[src/rtl/pipe_hazard_ctrl_pkg.sv]
// Shared encodings for pipe_hazard_ctrl: forwarding-select values and scoreboard entry fields.
// Forwarding is enabled by defining MINILA_FORWARD_EN.
package pipe_hazard_ctrl_pkg;

    typedef enum logic [1:0] {
        FWD_RF  = 2'd0,
        FWD_EX  = 2'd1,
        FWD_MEM = 2'd2,
        FWD_WB  = 2'd3
    } fwd_sel_e;

    // Flag bits of one scoreboard entry, packed as {valid, wb_ena, is_load}.
    localparam int unsigned SB_FLAG_W = 3;

    // A source hits an entry only if it reads, the entry writes, and rd is not r0.
    function automatic logic rd_hit(input logic re, input logic valid, input logic wb_ena,
                                    input logic rd_eq, input logic rd_nonzero);
        return re & valid & wb_ena & rd_eq & rd_nonzero;
    endfunction

endpackage

[src/rtl/hz_sb_stage.sv]
// One scoreboard entry of pipe_hazard_ctrl: registered {valid, rd, wb_ena, is_load} with bubble
// insert, plus RAW comparators against the two ID-stage sources.
module hz_sb_stage
    import pipe_hazard_ctrl_pkg::*;
#(
    parameter int unsigned REG_AW = 5
) (
    input  logic              clk,
    input  logic              rst,
    input  logic              bubble,
    input  logic              in_valid,
    input  logic [REG_AW-1:0] in_rd,
    input  logic              in_wb_ena,
    input  logic              in_is_load,
    input  logic [REG_AW-1:0] src_a,
    input  logic              re_a,
    input  logic [REG_AW-1:0] src_b,
    input  logic              re_b,
    output logic              valid,
    output logic [REG_AW-1:0] rd,
    output logic              wb_ena,
    output logic              is_load,
    output logic              hit_a,
    output logic              hit_b
);

    logic [SB_FLAG_W-1:0] flags;
    logic                 rd_nonzero;

    always_ff @(posedge clk or posedge rst) begin
        if (rst) begin
            flags <= '0;
            rd    <= '0;
        end else if (bubble) begin
            flags <= '0;
            rd    <= '0;
        end else begin
            flags <= {in_valid, in_wb_ena, in_is_load};
            rd    <= in_rd;
        end
    end

    assign {valid, wb_ena, is_load} = flags;
    assign rd_nonzero = |rd;

    assign hit_a = rd_hit(re_a, valid, wb_ena, rd == src_a, rd_nonzero);
    assign hit_b = rd_hit(re_b, valid, wb_ena, rd == src_b, rd_nonzero);

endmodule

[src/rtl/pipe_hazard_ctrl.sv]
// Hazard, interlock and bubble-tracking controller for the miniLA five-stage pipeline.
// Define MINILA_FORWARD_EN to enable operand forwarding (only load-use then stalls).
module pipe_hazard_ctrl
    import pipe_hazard_ctrl_pkg::*;
#(
    parameter int unsigned REG_AW = 5,
    parameter int unsigned CNT_W  = 32
) (
    input  logic              cpu_clk,
    input  logic              cpu_rst,
    input  logic [REG_AW-1:0] id_rs1,
    input  logic [REG_AW-1:0] id_rs2,
    input  logic              id_re1,
    input  logic              id_re2,
    input  logic [REG_AW-1:0] id_rd,
    input  logic              id_wb_ena,
    input  logic              id_is_load,
    input  logic              ex_redirect,
    output logic              pc_stall,
    output logic              if_id_stall,
    output logic              if_id_flush,
    output logic              id_ex_flush,
    output logic [1:0]        fwd_sel_a,
    output logic [1:0]        fwd_sel_b,
    output logic              id_valid,
    output logic              ex_valid,
    output logic              mem_valid,
    output logic              wb_valid,
    output logic [CNT_W-1:0]  perf_stall_cnt,
    output logic [CNT_W-1:0]  perf_flush_cnt,
    output logic [CNT_W-1:0]  perf_retire_cnt
);

    localparam logic [CNT_W-1:0] CNT_MAX = '1;
    localparam logic [CNT_W-1:0] CNT_ONE = CNT_W'(1);

    logic              redirect;
    logic              hazard;
    logic              stall;
    logic              ex_bubble;

    logic [REG_AW-1:0] ex_rd, mem_rd, wb_rd;
    logic              ex_wb_ena, mem_wb_ena, wb_wb_ena;
    logic              ex_is_load, mem_is_load, wb_is_load;
    logic              hit_a_ex, hit_b_ex, hit_a_mem, hit_b_mem, hit_a_wb, hit_b_wb;
    logic              unused_wb;

    assign redirect  = ex_redirect & ex_valid;
    assign stall     = hazard & ~redirect;
    assign ex_bubble = stall | redirect;

    assign pc_stall    = stall;
    assign if_id_stall = stall;
    assign if_id_flush = redirect;
    assign id_ex_flush = ex_bubble;

    hz_sb_stage #(.REG_AW(REG_AW)) u_ex (
        .clk        (cpu_clk),
        .rst        (cpu_rst),
        .bubble     (ex_bubble),
        .in_valid   (id_valid),
        .in_rd      (id_rd),
        .in_wb_ena  (id_wb_ena),
        .in_is_load (id_is_load),
        .src_a      (id_rs1),
        .re_a       (id_re1),
        .src_b      (id_rs2),
        .re_b       (id_re2),
        .valid      (ex_valid),
        .rd         (ex_rd),
        .wb_ena     (ex_wb_ena),
        .is_load    (ex_is_load),
        .hit_a      (hit_a_ex),
        .hit_b      (hit_b_ex)
    );

    hz_sb_stage #(.REG_AW(REG_AW)) u_mem (
        .clk        (cpu_clk),
        .rst        (cpu_rst),
        .bubble     (1'b0),
        .in_valid   (ex_valid),
        .in_rd      (ex_rd),
        .in_wb_ena  (ex_wb_ena),
        .in_is_load (ex_is_load),
        .src_a      (id_rs1),
        .re_a       (id_re1),
        .src_b      (id_rs2),
        .re_b       (id_re2),
        .valid      (mem_valid),
        .rd         (mem_rd),
        .wb_ena     (mem_wb_ena),
        .is_load    (mem_is_load),
        .hit_a      (hit_a_mem),
        .hit_b      (hit_b_mem)
    );

    hz_sb_stage #(.REG_AW(REG_AW)) u_wb (
        .clk        (cpu_clk),
        .rst        (cpu_rst),
        .bubble     (1'b0),
        .in_valid   (mem_valid),
        .in_rd      (mem_rd),
        .in_wb_ena  (mem_wb_ena),
        .in_is_load (mem_is_load),
        .src_a      (id_rs1),
        .re_a       (id_re1),
        .src_b      (id_rs2),
        .re_b       (id_re2),
        .valid      (wb_valid),
        .rd         (wb_rd),
        .wb_ena     (wb_wb_ena),
        .is_load    (wb_is_load),
        .hit_a      (hit_a_wb),
        .hit_b      (hit_b_wb)
    );

    // The WB entry is the end of the scoreboard; only its valid and comparators are consumed.
    assign unused_wb = ^{wb_rd, wb_wb_ena, wb_is_load};

`ifdef MINILA_FORWARD_EN
    fwd_sel_e sel_a, sel_b;

    // Youngest producer wins; a load still in EX cannot forward and stalls instead.
    always_comb begin
        sel_a = FWD_RF;
        if (hit_a_ex)       sel_a = ex_is_load ? FWD_RF : FWD_EX;
        else if (hit_a_mem) sel_a = FWD_MEM;
        else if (hit_a_wb)  sel_a = FWD_WB;
    end

    always_comb begin
        sel_b = FWD_RF;
        if (hit_b_ex)       sel_b = ex_is_load ? FWD_RF : FWD_EX;
        else if (hit_b_mem) sel_b = FWD_MEM;
        else if (hit_b_wb)  sel_b = FWD_WB;
    end

    assign hazard    = (hit_a_ex | hit_b_ex) & ex_is_load;
    assign fwd_sel_a = sel_a;
    assign fwd_sel_b = sel_b;
`else
    assign hazard    = hit_a_ex | hit_b_ex | hit_a_mem | hit_b_mem | hit_a_wb | hit_b_wb;
    assign fwd_sel_a = FWD_RF;
    assign fwd_sel_b = FWD_RF;
`endif

    // A stalled ID instruction stays put; a redirect kills it.
    always_ff @(posedge cpu_clk or posedge cpu_rst) begin
        if (cpu_rst) begin
            id_valid <= 1'b0;
        end else if (redirect) begin
            id_valid <= 1'b0;
        end else if (!stall) begin
            id_valid <= 1'b1;
        end
    end

    always_ff @(posedge cpu_clk or posedge cpu_rst) begin
        if (cpu_rst) begin
            perf_stall_cnt  <= '0;
            perf_flush_cnt  <= '0;
            perf_retire_cnt <= '0;
        end else begin
            if (stall && perf_stall_cnt != CNT_MAX) begin
                perf_stall_cnt <= perf_stall_cnt + CNT_ONE;
            end
            if (redirect && perf_flush_cnt != CNT_MAX) begin
                perf_flush_cnt <= perf_flush_cnt + CNT_ONE;
            end
            if (wb_valid && perf_retire_cnt != CNT_MAX) begin
                perf_retire_cnt <= perf_retire_cnt + CNT_ONE;
            end
        end
    end

endmodule

[config.mk]
export PLATFORM = sky130hd
export DESIGN_NAME = pipe_hazard_ctrl
export DESIGN_NICKNAME = d
export VERILOG_FILES = /design/src/rtl/pipe_hazard_ctrl_pkg.sv /design/src/rtl/hz_sb_stage.sv /design/src/rtl/pipe_hazard_ctrl.sv
export SDC_FILE = /design/constraint.sdc
export NUM_CORES = 1
export LEC_CHECK = 0
export ABC_AREA = 1
export BUFFER_PORTS_ARGS = -buffer_cell sky130_fd_sc_hd__buf_4
export CAP_MARGIN = 15
export CORE_UTILIZATION = 60
export CTS_CLUSTER_SIZE = 24
export DETAILED_ROUTE_END_ITERATION = 12
export HOLD_SLACK_MARGIN = 0.1
export PLACE_DENSITY = 0.85
export SLEW_MARGIN = 20
export SYNTH_ARGS = -nofsm -noshare
export SYNTH_HDL_FRONTEND = slang
export SYNTH_SLANG_ARGS = --single-unit
[constraint.sdc]
create_clock -name cpu_clk -period 8.5 [get_ports cpu_clk]
set_input_delay 0.85 -clock cpu_clk [delete_from_list [all_inputs] [get_ports cpu_clk]]
set_output_delay 0.85 -clock cpu_clk [all_outputs]
set_load 0.005 [all_outputs]
======== Word-level counts from Yosys, hierarchy flattened ========
Index checks and enable logic that the tools add are counted.
word-level totals
  logic and storage cells ................. 66
  bits of input ports ..................... 22
  flip-flop bits (word level) ............. 121
  output and inout bits ................... 108
cells by class
  muxes and demuxes ....................... 4
  bitwise logic cells ..................... 33
  equal/unequal tests ..................... 10
  reductions and logical operators ........ 6
  add/subtract/negate cells ............... 3
operators with widths
  kind                   count
  $add 32x1->32 const B  3
  $ne 32x32->1 const B   3
  $eq 5x5->1             6
  $and 1x1->1            26
  $reduce_or 5->1        3
  $or 1x1->1             6
  $mux 5                 1
  $logic_and 1x1->1      3
  $mux 3                 1
  $mux 1                 2
  $ne 2x2->1 const B     1
  $not 1->1              1

======== Depth between registers and ports, before layout ========
  depth after elaboration ................. 12
  depth in mapped cells ................... 12
  mapped depth without buffers ............ 11

======== Cells and area by module ========
A second synthesis with hierarchy kept.
second synthesis, totals
  cells, all modules ...................... 1254
  area total of the unflattened synthesis .. 7993.9 µm²
modules (own cells, without submodules)
  module            area each (µm²)  times used  seq. area each (µm²)  cells each
  pipe_hazard_ctrl  6481.2           1           2427.3                996
  hz_sb_stage       504.2            3           200.2                 86

======== Worst setup path before layout ========
Ideal clock, no wire load.
  path type ............................... input -> output
  start ................................... input port id_rs2[0]
  end ..................................... output port pc_stall
  path buffers ............................ 1
  arrival ................................. 1743 ps
  cell stages on the path ................. 11
  required time ........................... 7650 ps
  slack ................................... 5907 ps
  cells stage by stage .................... inv_1 -> nand2_1 -> nand2_1 -> nor2_1 -> nand3_1 -> nand2_1 -> nand2_1 -> nand3_1 -> nand2_1 -> inv_1 -> buf_4
on the way
  longest elaborated chain between the ends .. 9
  elaborated cells on any way between the ends .. 15
  those cells by class .................... 3 x eq/ne; 12 x bitwise
ends and longest elaborated chain
  what                      line                        source
  start: declaration        pipe_hazard_ctrl.sv:12      input logic [REG_AW-1:0] id_rs2,
  $eq 5x5->1                hz_sb_stage.sv:47           assign hit_b = rd_hit(re_b, valid, wb_ena, rd == src_b, rd_nonzero);
  $and 1x1->1 (2 in a row)  pipe_hazard_ctrl_pkg.sv:18  return re & valid & wb_ena & rd_eq & rd_nonzero;
  $or 1x1->1 (4 in a row)   pipe_hazard_ctrl.sv:142     assign hazard = hit_a_ex | hit_b_ex | hit_a_mem | hit_b_mem | hit_a_wb | hit_b_wb;
  $or 1x1->1 *              pipe_hazard_ctrl.sv:142
  $and 1x1->1 *             pipe_hazard_ctrl.sv:49      assign stall = hazard & ~redirect;
  end: declaration          pipe_hazard_ctrl.sv:19      output logic pc_stall,
Every way passes the cells marked *; elsewhere a longest branch is shown, timed or not.

======== Worst setup path in the final report ========
  start ................................... input port id_rs1[4]
  end ..................................... output port id_ex_flush
on the way
  longest elaborated chain between the ends .. 10
  elaborated cells on any way between the ends .. 16
  those cells by class .................... 3 x eq/ne; 13 x bitwise
ends and longest elaborated chain
  what                       line                        source
  start: declaration         pipe_hazard_ctrl.sv:11      input logic [REG_AW-1:0] id_rs1,
  $eq 5x5->1                 hz_sb_stage.sv:46           assign hit_a = rd_hit(re_a, valid, wb_ena, rd == src_a, rd_nonzero);
  $and 1x1->1 (2 in a row)   pipe_hazard_ctrl_pkg.sv:18
  $or 1x1->1 (3 in a row)    pipe_hazard_ctrl.sv:142
  $or 1x1->1 * (2 in a row)  pipe_hazard_ctrl.sv:142
  $and 1x1->1 *              pipe_hazard_ctrl.sv:49
  $or 1x1->1 *               pipe_hazard_ctrl.sv:50      assign ex_bubble = stall | redirect;
  end: declaration           pipe_hazard_ctrl.sv:22      output logic id_ex_flush,
Marks and branches as above.

==> impl_summary.md <==
Outcome
The run finished with clean final reports.

Critical path
STA classifies the critical path startpoint as a primary input. At the worst endpoint, the required time is 7650 ps. The depth of the worst register-to-register path is 10. The startpoint-to-endpoint class of the critical path is in2out. The maximum fanout along the worst path is 35. The element type at the critical path end is a primary output.

The arrival time of data at the critical path endpoint is 2490 ps.

Global route
The via count of the first global-routing pass was 6,757. The aggregate global routing overflow is 0. The overall track demand over capacity in global routing is 31.7%. The maximum number of pins on one net before global-route repair is 67. The initial antenna violation count is 0. The global-route wire length before repair is 32,300 µm.

CTS
The number of resized instances in the post-cts repair step is 0. The number of clock sinks is 118. Buffers inserted to repair hold after CTS numbered 0. Buffers inserted during clock tree synthesis total 17. The clock transition at the registers of the reported paths is 50 ps.

The cell sitting at the root of the clock tree is a clkbuf_16. The H-tree was split into 4 levels. Clock latency on the worst-skew pair, taken at its later pin, is 420 ps.

TritonCTS built the clock tree. The buffer depth of the longest clock path is 2. Once the clock tree was built, the setup fixing pass inserted 0 buffers.

Die
The starting density of the core is 62.0%. The die covers 13,000 µm². The number of rows created at floorplan is 40. The standard cell core area is 12,100 µm².

The I/O pin count is 130. The floorplan step set the die width to 114 µm. The die extent in y is 114 µm.

Cells and area
The number of standard cells in the final layout excluding fillers is 1,405. The layout overhead on the synthesized area is 21.0%. After routing the design area is 9090 µm². Of the cells placed in the final design, the portion with a size suffix greater than 1 is 15.5%. The final-stage net count is 1,249. The number of antenna diodes in the final layout is 0. Counting the fill cells in the layout gives 1,027.

Logic synthesis
Of the total synthesized cell area, the portion taken by XOR and XNOR cells is 8.28%. In the synthesized netlist, the number of instances is 1,103. Counting flops and latches in the post-synthesis netlist gives 118.

By area, the combinational part of the netlist is dominated by simple AND/OR/NAND/NOR gates. In the synthesized netlist the async set-or-reset flop fraction comes to 100%. The synthesized netlist devotes 2.53% of its cell area to compound gates.

The synthesized netlist occupies a cell area of 7510 µm². The commonest cells after synthesis are nand2_1 (455), dfrtp_1 (118), nor2_1 (116). The synthesized netlist devotes 41.3% of its cell area to simple gates.

The synthesized netlist devotes 0.500% of its cell area to adder and majority cells. In the synthesized netlist the dominant register cell turns out to be dfrtp_1. By area the synthesized netlist is led by dfrtp_1 (39%), nand2_1 (23%), xor2_1 (5.8%), nor2_1 (5.8%), inv_1 (4.8%).

Dividing the synthesized area by the synthesized cell count gives 6.81 µm². Yosys printed 0 warnings. The count of unique library cells instantiated by Yosys is 30.

The top cell type's share of synthesized area is 39.3%. The proportion of synthesized chip area in sequential cells is 39.3%. In the synthesized netlist, mux cells make up 0% of the area. The number of synthesized flops with an enable pin is 0. Of all cell types, the one taking the most synthesized area is dfrtp_1. The most numerous cell in the Yosys netlist is nand2_1.

Hold path
The hold path depth is 0. The path type of the worst min-delay path is reg2reg.

Routing
The violation count after the first detailed-route iteration is 686. The total number of vias is 7,400. Dividing the detail-routed via count by the number of cells gives 5.27.

The residual antenna-violating net count after detailed routing is 0. In the final routed layout, each cell accounts on average for 13.8 µm. The detailed-router iteration count before antenna repair is 6. For this block, the routed nets add up to 19,400 µm of wire.

The number of remaining DRC errors is 0.

STA
The final-report max-slew violation count is 0. The minimum clock period is 3340 ps. Summed over all failing endpoints, the final setup total negative slack is 0 ps. The final number of hold-violating endpoints is 0. The clock tree skew after final layout is 8.63 ps. For the pin with the worst max-slew slack, the measured transition is 870 ps.

In this run the tightest slew margin relative to its limit is 41.8%. Setup repair after global routing left no endpoint under its margin. The fmax is 300 MHz. The number of failing setup endpoints in the final timing report is 0. The final critical-path share of the clock period is 39.2%.

Flow run
The tool flagged a number of max-cap violations equal to 0.

Place
At the end of routability-driven placement, the weighted congestion stood at 0.925. The placed cell count is 1,373. In this run the tool buffered the top-level ports with 124 buffer cells. The HPWL reported at the end of detailed placement is 14,100 µm. The instance area at placement is 8520 µm².

Power and ir drop
The worst IR drop on VDD is 0.139 mV. The standby leakage power is 4.60 nW. Dividing total power by cell area gives a power density of 184 nW/µm².
-- worst max-delay path: stages --
cell	delay, ps
buf_4	130
inv_2	60
nand2_1	60
a21oi_1	180
nand3_1	100
nand2_1	60
nand2_1	40
nand3_1	80
buf_4	360
nand2_1	120
nand2_1	250
buf_4	170
-- cell type report --
type,count,area (µm²),area share [%]
Multi-Input combinational cell,845,3970,43.6
Timing Repair Buffer,128,961,10.6
Clock inverter,15,143,1.57
Sequential cell,118,2950,32.5
Tap cell,168,210,2.31
Inverter,114,430,4.74
Clock buffer,17,425,4.68
-- layout by cell type (no fill, tap or decap), types with 2 or more instances in the layout --
cell type	synthesis	final
a21oi_1	2	2
buf_4	9	128
clkbuf_16	0	17
clkinv_2	0	2
clkinvlp_4	0	4
conb_1	1	4
dfrtp_1	118	118
ha_1	3	3
inv_1	96	95
inv_2	18	18
inv_6	0	6
nand2_1	455	455
nand3_1	43	43
nand3_2	2	2
nand3_4	2	2
nand3b_1	9	9
nand4_1	48	48
nor2_1	116	116
nor2_2	2	2
nor2_4	2	2
nor3_1	39	39
nor4_1	5	5
o21ai_0	3	3
o21ai_1	33	33
or2_2	2	2
xnor2_1	21	21
xor2_1	50	50
-- stage by stage --
| step | total power [mW] | setup slack [ps] | utilization (%) | hold slack [ps] |
|---|---|---|---|---|
| after global routing | 1.75 | 4960 | 75.0 | 389 |
| after global placement | 0.976 | 5230 | 70.3 | 361 |
| final | 1.67 | 5160 | 75.0 | 376 |
| after detailed placement | 0.986 | 5180 | 70.3 | 363 |
| after floorplan | 0.862 | 4520 | - | 354 |
| after CTS | 1.68 | 5170 | 75.0 | 378 |
-- cells by family after synthesis --
logic type	count (synthesis)
AO/OA/AOI/OAI	38
XOR/XNOR	71
adder cells (fa/ha/maj)	3
buffers and inverters	143
flip-flops	118
other	1
AND/OR/NAND/NOR	729
-- power by group --
| part | switching [mW] | internal (mW) |
|---|---|---|
| Combinational | 0.172 | 0.120 |
| Sequential | 0.0733 | 0.613 |
| Clock | 0.287 | 0.408 |
-- path summary, 6_finish.rpt --
path	slack, ps	to	startpoint
max in group asynchronous	6730	perf_stall_cnt[16]	cpu_rst
min in group asynchronous	510	perf_flush_cnt[8]	cpu_rst
max reg2reg	5490	perf_retire_cnt[24]	perf_retire_cnt[0]
min	380	u_mem.flags[1]	u_ex.flags[1]
max	5160	id_ex_flush	id_rs1[4]
min reg2reg	380	u_mem.flags[1]	u_ex.flags[1]
-- sequential cells by signal, indices dropped and copies added (netlist names) --
register         cells
perf_retire_cnt     32
u_wb.flags           2
u_ex.rd              5
u_mem.flags          2
id_valid             1
u_mem.rd             5
perf_stall_cnt      32
perf_flush_cnt      32
u_wb.rd              5
u_ex.flags           2
-- routing by layer --
metal,GRT usage (%),share of wire (%),vias up
li1,-,-,3699
met1,44.3,46,3380
met2,48.9,45,275
met3,5.79,6.1,46
met4,12.4,2.5,0
met5,0,0,-
No activity file was read; power rests on OpenSTA's default activity.
